--- config.mk ---
export PLATFORM = sky130hd
export DESIGN_NAME = muldiv_seq
export DESIGN_NICKNAME = d
export VERILOG_FILES = /design/src/rtl/muldiv_seq.sv
export SDC_FILE = /design/constraint.sdc
export NUM_CORES = 1
export LEC_CHECK = 0
export BUFFER_PORTS_ARGS = -buffer_cell sky130_fd_sc_hd__buf_2
export CAP_MARGIN = 10
export CORE_ASPECT_RATIO = 0.6
export CORE_MARGIN = 2
export CORE_UTILIZATION = 40
export DETAILED_ROUTE_END_ITERATION = 12
export PLACE_DENSITY = 0.68
export SLEW_MARGIN = 40
export SYNTH_ARGS = -nofsm -noshare
export SYNTH_HDL_FRONTEND = slang
export SYNTH_SLANG_ARGS = --single-unit
--- constraint.sdc ---
create_clock -name clk -period 16.3 [get_ports clk]
set_input_delay 1.63 -clock clk [delete_from_list [all_inputs] [get_ports clk]]
set_output_delay 1.63 -clock clk [all_outputs]
set_load 0.01 [all_outputs]
--- src/rtl/muldiv_seq.sv ---
// Iterative RV32M multiply/divide: one bit per cycle, start-to-done in XLEN+1 cycles, result held until next done.
// Optional MULDIV_FAST_ZERO_EN: a zero operand bypasses CALC and completes in the cycle after start.
module muldiv_seq #(
   parameter int XLEN = 32
) (
   input  logic            clk,
   input  logic            rst,
   input  logic            start,
   input  logic [2:0]      func3,
   input  logic [XLEN-1:0] rs1_data,
   input  logic [XLEN-1:0] rs2_data,
   input  logic            flush,
   output logic            busy,
   output logic            stall,
   output logic            done,
   output logic [XLEN-1:0] result
);
   localparam int CW = $clog2(XLEN);
   typedef enum logic [1:0] {IDLE, CALC, DONE} state_t;

   state_t            state_q, state_d;
   logic [CW-1:0]     cnt_q, cnt_d;
   logic [2*XLEN-1:0] acc_q, acc_d;
   logic [XLEN-1:0]   op_q, op_d;
   logic [2:0]        func3_q, func3_d;
   logic              neg_q, neg_d, rneg_q, rneg_d, dz_q, dz_d;
   logic              busy_q, busy_d, done_q, done_d;
   logic [XLEN-1:0]   result_q, result_d;

   logic              is_div, a_sgn, b_sgn, a_neg, b_neg;
   logic [XLEN-1:0]   a_mag, b_mag;

   always_comb begin
      is_div = func3[2];
      a_sgn  = (func3 == 3'b001) || (func3 == 3'b010) || (func3 == 3'b100) || (func3 == 3'b110);
      b_sgn  = (func3 == 3'b001) || (func3 == 3'b100) || (func3 == 3'b110);
      a_neg  = a_sgn & rs1_data[XLEN-1];
      b_neg  = b_sgn & rs2_data[XLEN-1];
      a_mag  = a_neg ? (~rs1_data + 1'b1) : rs1_data;
      b_mag  = b_neg ? (~rs2_data + 1'b1) : rs2_data;
   end

   // acc holds {hi, lo}: product accumulator for multiply, {remainder, quotient/dividend} for divide
   logic [XLEN:0]     mul_sum, div_sh;
   logic [XLEN-1:0]   div_sub;
   logic              div_ge;
   logic [2*XLEN-1:0] step_nxt, prod;
   logic [XLEN-1:0]   quo, rem, fin;

   always_comb begin
      mul_sum = {1'b0, acc_q[2*XLEN-1:XLEN]} + {1'b0, ({XLEN{acc_q[0]}} & op_q)};
      div_sh  = {acc_q[2*XLEN-1:XLEN], acc_q[XLEN-1]};
      div_ge  = div_sh >= {1'b0, op_q};
      div_sub = div_sh[XLEN-1:0] - op_q;
      if (func3_q[2])
         step_nxt = div_ge ? {div_sub, acc_q[XLEN-2:0], 1'b1}
                           : {div_sh[XLEN-1:0], acc_q[XLEN-2:0], 1'b0};
      else
         step_nxt = {mul_sum, acc_q[XLEN-1:1]};
      prod = neg_q ? (~step_nxt + 1'b1) : step_nxt;
      quo  = dz_q ? '1 : (neg_q ? (~step_nxt[XLEN-1:0] + 1'b1) : step_nxt[XLEN-1:0]);
      rem  = rneg_q ? (~step_nxt[2*XLEN-1:XLEN] + 1'b1) : step_nxt[2*XLEN-1:XLEN];
      case (func3_q)
         3'b000:                 fin = prod[XLEN-1:0];
         3'b001, 3'b010, 3'b011: fin = prod[2*XLEN-1:XLEN];
         3'b100, 3'b101:         fin = quo;
         default:                fin = rem;
      endcase
   end

`ifdef MULDIV_FAST_ZERO_EN
   logic            fz_hit;
   logic [XLEN-1:0] fz_res;

   always_comb begin
      fz_hit = (rs1_data == '0) || (rs2_data == '0);
      fz_res = '0;
      if (is_div && (rs2_data == '0))
         fz_res = func3[1] ? rs1_data : '1;
   end
`endif

   always_comb begin
      state_d  = state_q;
      cnt_d    = cnt_q;
      acc_d    = acc_q;
      op_d     = op_q;
      func3_d  = func3_q;
      neg_d    = neg_q;
      rneg_d   = rneg_q;
      dz_d     = dz_q;
      result_d = result_q;
      case (state_q)
         IDLE: begin
            if (start) begin
               func3_d = func3;
               neg_d   = a_neg ^ b_neg;
               rneg_d  = a_neg;
               dz_d    = (rs2_data == '0);
               cnt_d   = '0;
               op_d    = is_div ? b_mag : a_mag;
               acc_d   = {{XLEN{1'b0}}, (is_div ? a_mag : b_mag)};
               state_d = CALC;
`ifdef MULDIV_FAST_ZERO_EN
               if (fz_hit) begin
                  state_d  = DONE;
                  result_d = fz_res;
               end
`endif
            end
         end
         CALC: begin
            acc_d = step_nxt;
            cnt_d = cnt_q + 1'b1;
            if (cnt_q == CW'(XLEN-1)) begin
               state_d  = DONE;
               result_d = fin;
            end
         end
         DONE:    state_d = IDLE;
         default: state_d = IDLE;
      endcase
      // flush beats everything, including a start in IDLE, and leaves the old result visible
      if (flush) begin
         state_d  = IDLE;
         result_d = result_q;
      end
      busy_d = (state_d != IDLE);
      done_d = (state_d == DONE);
   end

   always_ff @(posedge clk or posedge rst) begin
      if (rst) begin
         state_q  <= IDLE;
         cnt_q    <= '0;
         acc_q    <= '0;
         op_q     <= '0;
         func3_q  <= '0;
         neg_q    <= 1'b0;
         rneg_q   <= 1'b0;
         dz_q     <= 1'b0;
         busy_q   <= 1'b0;
         done_q   <= 1'b0;
         result_q <= '0;
      end else begin
         state_q  <= state_d;
         cnt_q    <= cnt_d;
         acc_q    <= acc_d;
         op_q     <= op_d;
         func3_q  <= func3_d;
         neg_q    <= neg_d;
         rneg_q   <= rneg_d;
         dz_q     <= dz_d;
         busy_q   <= busy_d;
         done_q   <= done_d;
         result_q <= result_d;
      end
   end

   assign busy   = busy_q;
   assign done   = done_q;
   assign result = result_q;
   assign stall  = ((state_q == IDLE) && start) || (state_q == CALC);

endmodule

======== Word-level counts from Yosys, hierarchy flattened ========
Cells that the tools add are included.
operators by class
  $add $sub $neg .......................... 8
  order comparisons ....................... 1
  eq/ne operators ......................... 13
  muxes and demuxes ....................... 19
  bitwise operators ....................... 10
  reduce and logical (&&, ||, !) cells .... 17
operators by type and width
  cell                                                             count
  64-bit two-way mux                                               4
  32-bit two-way mux                                               7
  32-bit by 1-bit adder with 32-bit output, second input constant  4
  32-bit inverter                                                  4
  64-bit case mux with 2 select lines                              1
  32-bit case mux with 3 select lines                              1
  64-bit by 1-bit adder with 64-bit output, second input constant  1
  64-bit inverter                                                  1
  32-bit by 32-bit adder with 33-bit output                        1
  33-bit by 32-bit >= comparator with 1-bit output                 1
  32-bit AND                                                       1
  32-bit logical NOT                                               1
  32-bit subtractor                                                1
  3-bit == test, second input constant                             4
  5-bit case mux with 2 select lines                               1
  3-bit by 2-bit == test with 1-bit output, second input constant  3
  3-bit by 1-bit == test with 1-bit output, second input constant  2
  1-bit logical OR                                                 6
  2-bit two-way mux                                                3
  5-bit by 1-bit adder with 5-bit output, second input constant    1
  5-bit == test, second input constant                             1
  5-bit two-way mux                                                1
  2-bit case mux with 2 select lines                               1
  2-bit AND reduction                                              2
  other kinds (13)                                                 15
word-level totals
  register bits ........................... 143
  input bits .............................. 71
  output and inout port bits .............. 35
  logic and storage cells ................. 79

======== Depth between registers and ports, before layout ========
  word-level depth ........................ 9
  mapped depth ............................ 24
  mapped depth without buffers ............ 21

======== Worst setup path before layout ========
No wires, ideal clock.
  kind .................................... reg-to-reg
  start ................................... register func3_q[2]
  end ..................................... register result_q[28], in the netlist result[28]
  library setup time ...................... 0.099 ns
  arrival time ............................ 5.515 ns
  data required time ...................... 16.201 ns
  path slack .............................. 10.685 ns
  cell stages (with the launch flop) ...... 24
  buffers on the path ..................... 10
  clock period less this slack ............ 5.615 ns
  cell sequence ........................... dfrtp_1 > buf_6 > buf_2 > buf_2 > buf_2 > buf_2 > buf_1 > buf_2 > buf_1 > mux2i_1 > ha_1 > o2111ai_1 > or4b_1 > or3_4 > nor2_2 > nand2_1 > a2111o_1 > or2_1 > buf_6 > buf_6 > o31ai_2 > xnor2_1 > a21oi_1 > a311oi_1
between the ends
  word-level cells in the longest chain between the ends .. 6
  elaborated cells on any way between the ends .. 20
  those cells by class .................... 3 x add/sub; 5 x eq/ne; 6 x mux; 3 x bitwise; 3 x reduce/logical
ends and longest elaborated chain
  element                                   RTL line  source
  start, declared                           25        logic [2:0] func3_q, func3_d;
  start signal, assigned                    150       func3_q <= func3_d;
  64-bit two-way mux                        55        if (func3_q[2])
  32-bit inverter                           61        quo = dz_q ? '1 : (neg_q ? (~step_nxt[XLEN-1:0] + 1'b1) : step_nxt[XLEN-1:0]);
  32-bit by 1-bit adder with 32-bit output  61
  32-bit two-way mux (2 in series)          61
  32-bit case mux with 3 select lines *     63        case (func3_q)
  end signal, assigned                      156       result_q <= result_d;
  end, declared                             28        logic [XLEN-1:0] result_q, result_d;
Every way passes the cells marked *; elsewhere a longest branch is shown, timed or not.
A chain may end at the register's enable or synchronous reset.

======== Final worst setup path ========
  start ................................... register acc_q[39]
  end ..................................... register result_q[30], in the netlist result[30]
between the ends
  word-level cells in the longest chain between the ends .. 8
  elaborated cells on any way between the ends .. 16
  those cells by class .................... 5 x add/sub; 1 x order compare; 7 x mux; 3 x bitwise
ends and longest elaborated chain
  element                                           RTL line  source
  start, declared                                   23        logic [2*XLEN-1:0] acc_q, acc_d;
  start signal, assigned                            136       acc_q <= '0;
  start signal, assigned                            148       acc_q <= acc_d;
  33-bit by 32-bit >= comparator with 1-bit output  53        div_ge = div_sh >= {1'b0, op_q};
  64-bit two-way mux                                56        step_nxt = div_ge ? {div_sub, acc_q[XLEN-2:0], 1'b1}
  64-bit two-way mux *                              55
  32-bit inverter                                   61
  32-bit by 1-bit adder with 32-bit output          61
  32-bit two-way mux (2 in series)                  61
  32-bit case mux with 3 select lines *             63
Marked as above.

==> metrics.md <==
| Metric | Value |
|---|---|
| Length in cells of the worst reg-to-reg path | `20` |
| Buffers inserted by post-CTS timing repair | `0` |
| Final routed wire length divided by cell count | `roughly 25 um` |
| Worst min-delay path class | `flop to flop` |
| Post-synthesis average cell area | `approximately 7.4 um2` |
| H-tree depth | `4` |
| Post-synthesis cell count | `around 2100` |
| Category of the most critical setup path | `flop to flop` |
| Leading post-synthesis cells by instance count | `292 x sky130_fd_sc_hd__nand2_1, 199 x sky130_fd_sc_hd__o21ai_0, 186 x sky130_fd_sc_hd__a21oi_1` |
| Biggest area consumer among synthesized cells | `sky130_fd_sc_hd__dfrtp_1` |
| Maximum frequency from static timing analysis | `0.155 GHz` |
| Clock Path Buffers | `2` |
| Number of vias after detailed routing | `16824` |
| PostCTS Resize Cnt | `0` |
| Worst-Skew Late Latency | `470 ps` |
| Largest cells by area after synthesis | `sky130_fd_sc_hd__dfrtp_1 23%, sky130_fd_sc_hd__nand2_1 7.1%, sky130_fd_sc_hd__o21ai_0 6.5%, sky130_fd_sc_hd__a21oi_1 6.1%, sky130_fd_sc_hd__ha_1 5.6%` |
| Worst-case headroom to the max-slew limit | `between 20% and 30%` |
| Final setup violating endpoints | `0` |
| Effective utilization at floorplan | `between 40% and 50%` |
| Full die area | `40000 um2` |
| GP Congestion | `1.09` |
| Library cells used by synthesis | `101` |
| Worst hold path cell count | `2` |
| Worst slew pin tran | `between 1000 and 1500 ps` |
| Outcome | `finished, final reports clean` |
| Share of final-layout standard cells stronger than drive strength 1 | `11.1%` |
| Root buffer cell | `sky130_fd_sc_hd__clkbuf_16` |
| Critical path startpoint category | `flop` |
| Static Leak | `between 7 and 8 nW` |
| Worst Hold Endpoint | `result[10]$_DFFE_PP0P_` |
| R2r startpoint | `acc_q[39]$_DFFE_PP0P_` |
| Total standard cell area after synthesis | `15400 um2` |
| Number of enable flip-flop cells after synthesis | `0` |
| Number of ports placed on the die boundary | `around 110` |
| Number of violations of the max-capacitance limit | `0` |
| Post-synthesis net count | `2208` |
| Leftover overflow at the end of global routing | `0` |
| Fraction of the cycle the final worst path needs | `39.5%` |
| Share of synthesized registers carrying an async set or reset | `100%` |
| Max-slew violations | `0` |
| Power per standard cell area | `150 nW/um2` |
| DRC violation count after routing | `0` |
| Via-to-Cell Ratio | `roughly 6.4` |
| Number of nets in the layout | `~2200` |
| Total clock sinks | `143` |
| Number of antenna violations at the first check in global routing | `0` |
| Count of hold buffers inserted by post-cts repair | `0` |
| Non-filler instance count after layout | `2616` |
| Cell with the most instances after synthesis | `sky130_fd_sc_hd__nand2_1` |
| Tmin final | `6440 ps` |
| Total CTS buffers | `17` |
| Top_reg_cell synth | `sky130_fd_sc_hd__dfrtp_1` |
| CP Data Arrival Time | `6780 ps` |
| Violation count after the first detailed-route iteration | `approximately 2600` |
| Sum of negative setup slack | `0 ps` |
| Maximum clock skew at final layout | `~17 ps` |
| Row count | `55` |
| Fraction of post-synthesis cell area in the top cell type by area | `around a quarter` |
| Number of global-route vias before repair | `roughly 15000` |
| Chip Height | `156 um` |
| TritonCTS clock tree | `done` |
| Worst-path maximum fanout | `16` |
| First-pass iteration count of the detailed router | `7` |
| CP Data Required Time | `16650 ps` |
| Port bufs | `105` |
| Warnings, synthesis | `0` |
| Maximum vdd ir drop | `85.2 uV` |
| Launch instance of the worst min-delay path | `result[10]$_DFFE_PP0P_` |
| Placed Instances | `2581` |
| Count of endpoints failing hold in the final timing report | `0` |
| DP HPWL | `50200 um` |
| Critical path capture point type | `flop` |
| Overall routed net length | `64400 um` |
| Setup repair after global routing missed its margin | `no` |
| Total routing usage reported by global routing | `31.3%` |
| Critical R2R Capture | `result[30]$_DFFE_PP0P_` |
| Core Area | `37800 um2` |
| First-pass GRT wire length | `93900 um` |
| Width of the chip | `257 um` |
| Clock-pin slew on the worst setup and hold paths | `80 ps` |
| ANT nets after route | `0` |
| Largest net degree at the start of global routing | `110` |
| Sequential-to-total area share from yosys stat | `23.3%` |
| Setup slack on the worst flop-to-flop path | `9860 ps` |
| Number of synthesized register bits | `143` |
| Fraction of the core area covered by cells at the end of the flow | `between 40% and 50%` |
| WHS | `approximately 480 ps` |
| Area growth from synthesis to final layout | `9.85%` |
-- cell families (layout without fill, tap and decap cells) --
logic type,Yosys count,count (layout),share of synthesized area [%]
multiplexers,57,57,3.78
AND/OR/NAND/NOR,729,729,22.7
XOR/XNOR,160,160,9.12
buffers and inverters,205,241,5.56
AO/OA/AOI/OAI,701,701,29.7
adder cells (fa/ha/maj),71,71,5.88
flip-flops,143,143,23.3
other,0,1,0
-- worst max-delay path by stage --
stage / startpoint / endpoint / slack [ps] / cells after the start
floorplan: func3_q[2]$_DFFE_PP0P_ / result[28]$_DFFE_PP0P_ / 10690 / 23
global placement: acc_q[38]$_DFFE_PP0P_ / result[30]$_DFFE_PP0P_ / 10120 / 20
detailed placement: acc_q[38]$_DFFE_PP0P_ / result[30]$_DFFE_PP0P_ / 9950 / 20
CTS: acc_q[38]$_DFFE_PP0P_ / result[30]$_DFFE_PP0P_ / 9930 / 20
global route: acc_q[39]$_DFFE_PP0P_ / result[30]$_DFFE_PP0P_ / 9590 / 20
finish: acc_q[39]$_DFFE_PP0P_ / result[30]$_DFFE_PP0P_ / 9860 / 20
-- placed cells by master (no fill, tap or decap), types with 28 or more instances in the layout --
cell type and count:
sky130_fd_sc_hd__a211oi_1 28, sky130_fd_sc_hd__nand2_1 291, sky130_fd_sc_hd__mux2i_1 50, sky130_fd_sc_hd__and2_1 43
sky130_fd_sc_hd__ha_1 69, sky130_fd_sc_hd__xor2_1 66, sky130_fd_sc_hd__nor3_1 58, sky130_fd_sc_hd__xnor2_1 94
sky130_fd_sc_hd__nand4_1 28, sky130_fd_sc_hd__buf_2 104, sky130_fd_sc_hd__nor2_1 153, sky130_fd_sc_hd__dfrtp_1 142
sky130_fd_sc_hd__o21ai_1 34, sky130_fd_sc_hd__o21ai_0 193, sky130_fd_sc_hd__o221ai_1 48, sky130_fd_sc_hd__a21oi_1 186
sky130_fd_sc_hd__inv_1 76
-- report_power, final --
part	leakage, nW	internal, W	switching, W	total, W
clock	0.276	0.000219	0.000192	0.000411
sequential	1.86	0.000412	0.0000866	0.000498
combinational	5.03	0.000511	0.00111	0.00163
total	7.17	0.00114	0.00139	0.00254
-- registers in the layout, summed over array words and instances, names as in the netlist, 2 cells and up --
signal and count:
acc_q 64, op_q 32, result 32, cnt_q 5, func3_q 3, state_q 2
-- per-layer routing --
layer | part of all wire [%] | track usage, % | wire length [um] | vias up
met2 | 36 | 38.4 | 23300 | 1135
met3 | 17 | 15.1 | 10800 | 87
met4 | 2.0 | 7.34 | 1320 | 0
met1 | 45 | 47.2 | 29100 | 8012
met5 | 0 | 0 | 0 | -
li1 | - | - | - | 7590
-- critical path, cell delays in order (launching register included) --
cell	delay, ps
sky130_fd_sc_hd__dfrtp_1	460
sky130_fd_sc_hd__ha_1	460
sky130_fd_sc_hd__nand4_1	280
sky130_fd_sc_hd__nor4_2	110
sky130_fd_sc_hd__a311oi_2	320
sky130_fd_sc_hd__nand3b_2	420
sky130_fd_sc_hd__o21ai_1	260
sky130_fd_sc_hd__buf_4	230
sky130_fd_sc_hd__a21boi_0	280
sky130_fd_sc_hd__ha_1	280
sky130_fd_sc_hd__o2111ai_1	170
sky130_fd_sc_hd__or4b_1	630
sky130_fd_sc_hd__or3_4	370
sky130_fd_sc_hd__nor2_2	80
sky130_fd_sc_hd__nand2_1	70
sky130_fd_sc_hd__a2111o_1	430
sky130_fd_sc_hd__or2_1	520
sky130_fd_sc_hd__o41ai_2	470
sky130_fd_sc_hd__xor2_1	110
sky130_fd_sc_hd__a221oi_1	300
sky130_fd_sc_hd__nor2_1	70
-- stage by stage --
stage	instance area (um2)	total power (W)	worst slack [ps]
2_1_floorplan	15400	0.00153	10690
3_3_place_gp	16200	0.00200	10120
3_5_place_dp	16200	0.00203	9950
4_1_cts	16800	0.00244	9930
5_1_grt	16900	0.00265	9590
6_report	16900	0.00254	9860
-- area by class of cell --
cell class | instances | area [um2]
antenna | 1 | 2.50
clock inverter | 14 | 146
clock buffer | 18 | 439
timing repair buffer | 131 | 751
inverter | 78 | 300
tap | 513 | 642
sequential | 143 | 3580
multi-input combinational | 1718 | 11000
fill | 3787 | 20900
Power figures use the tool's default switching activity.
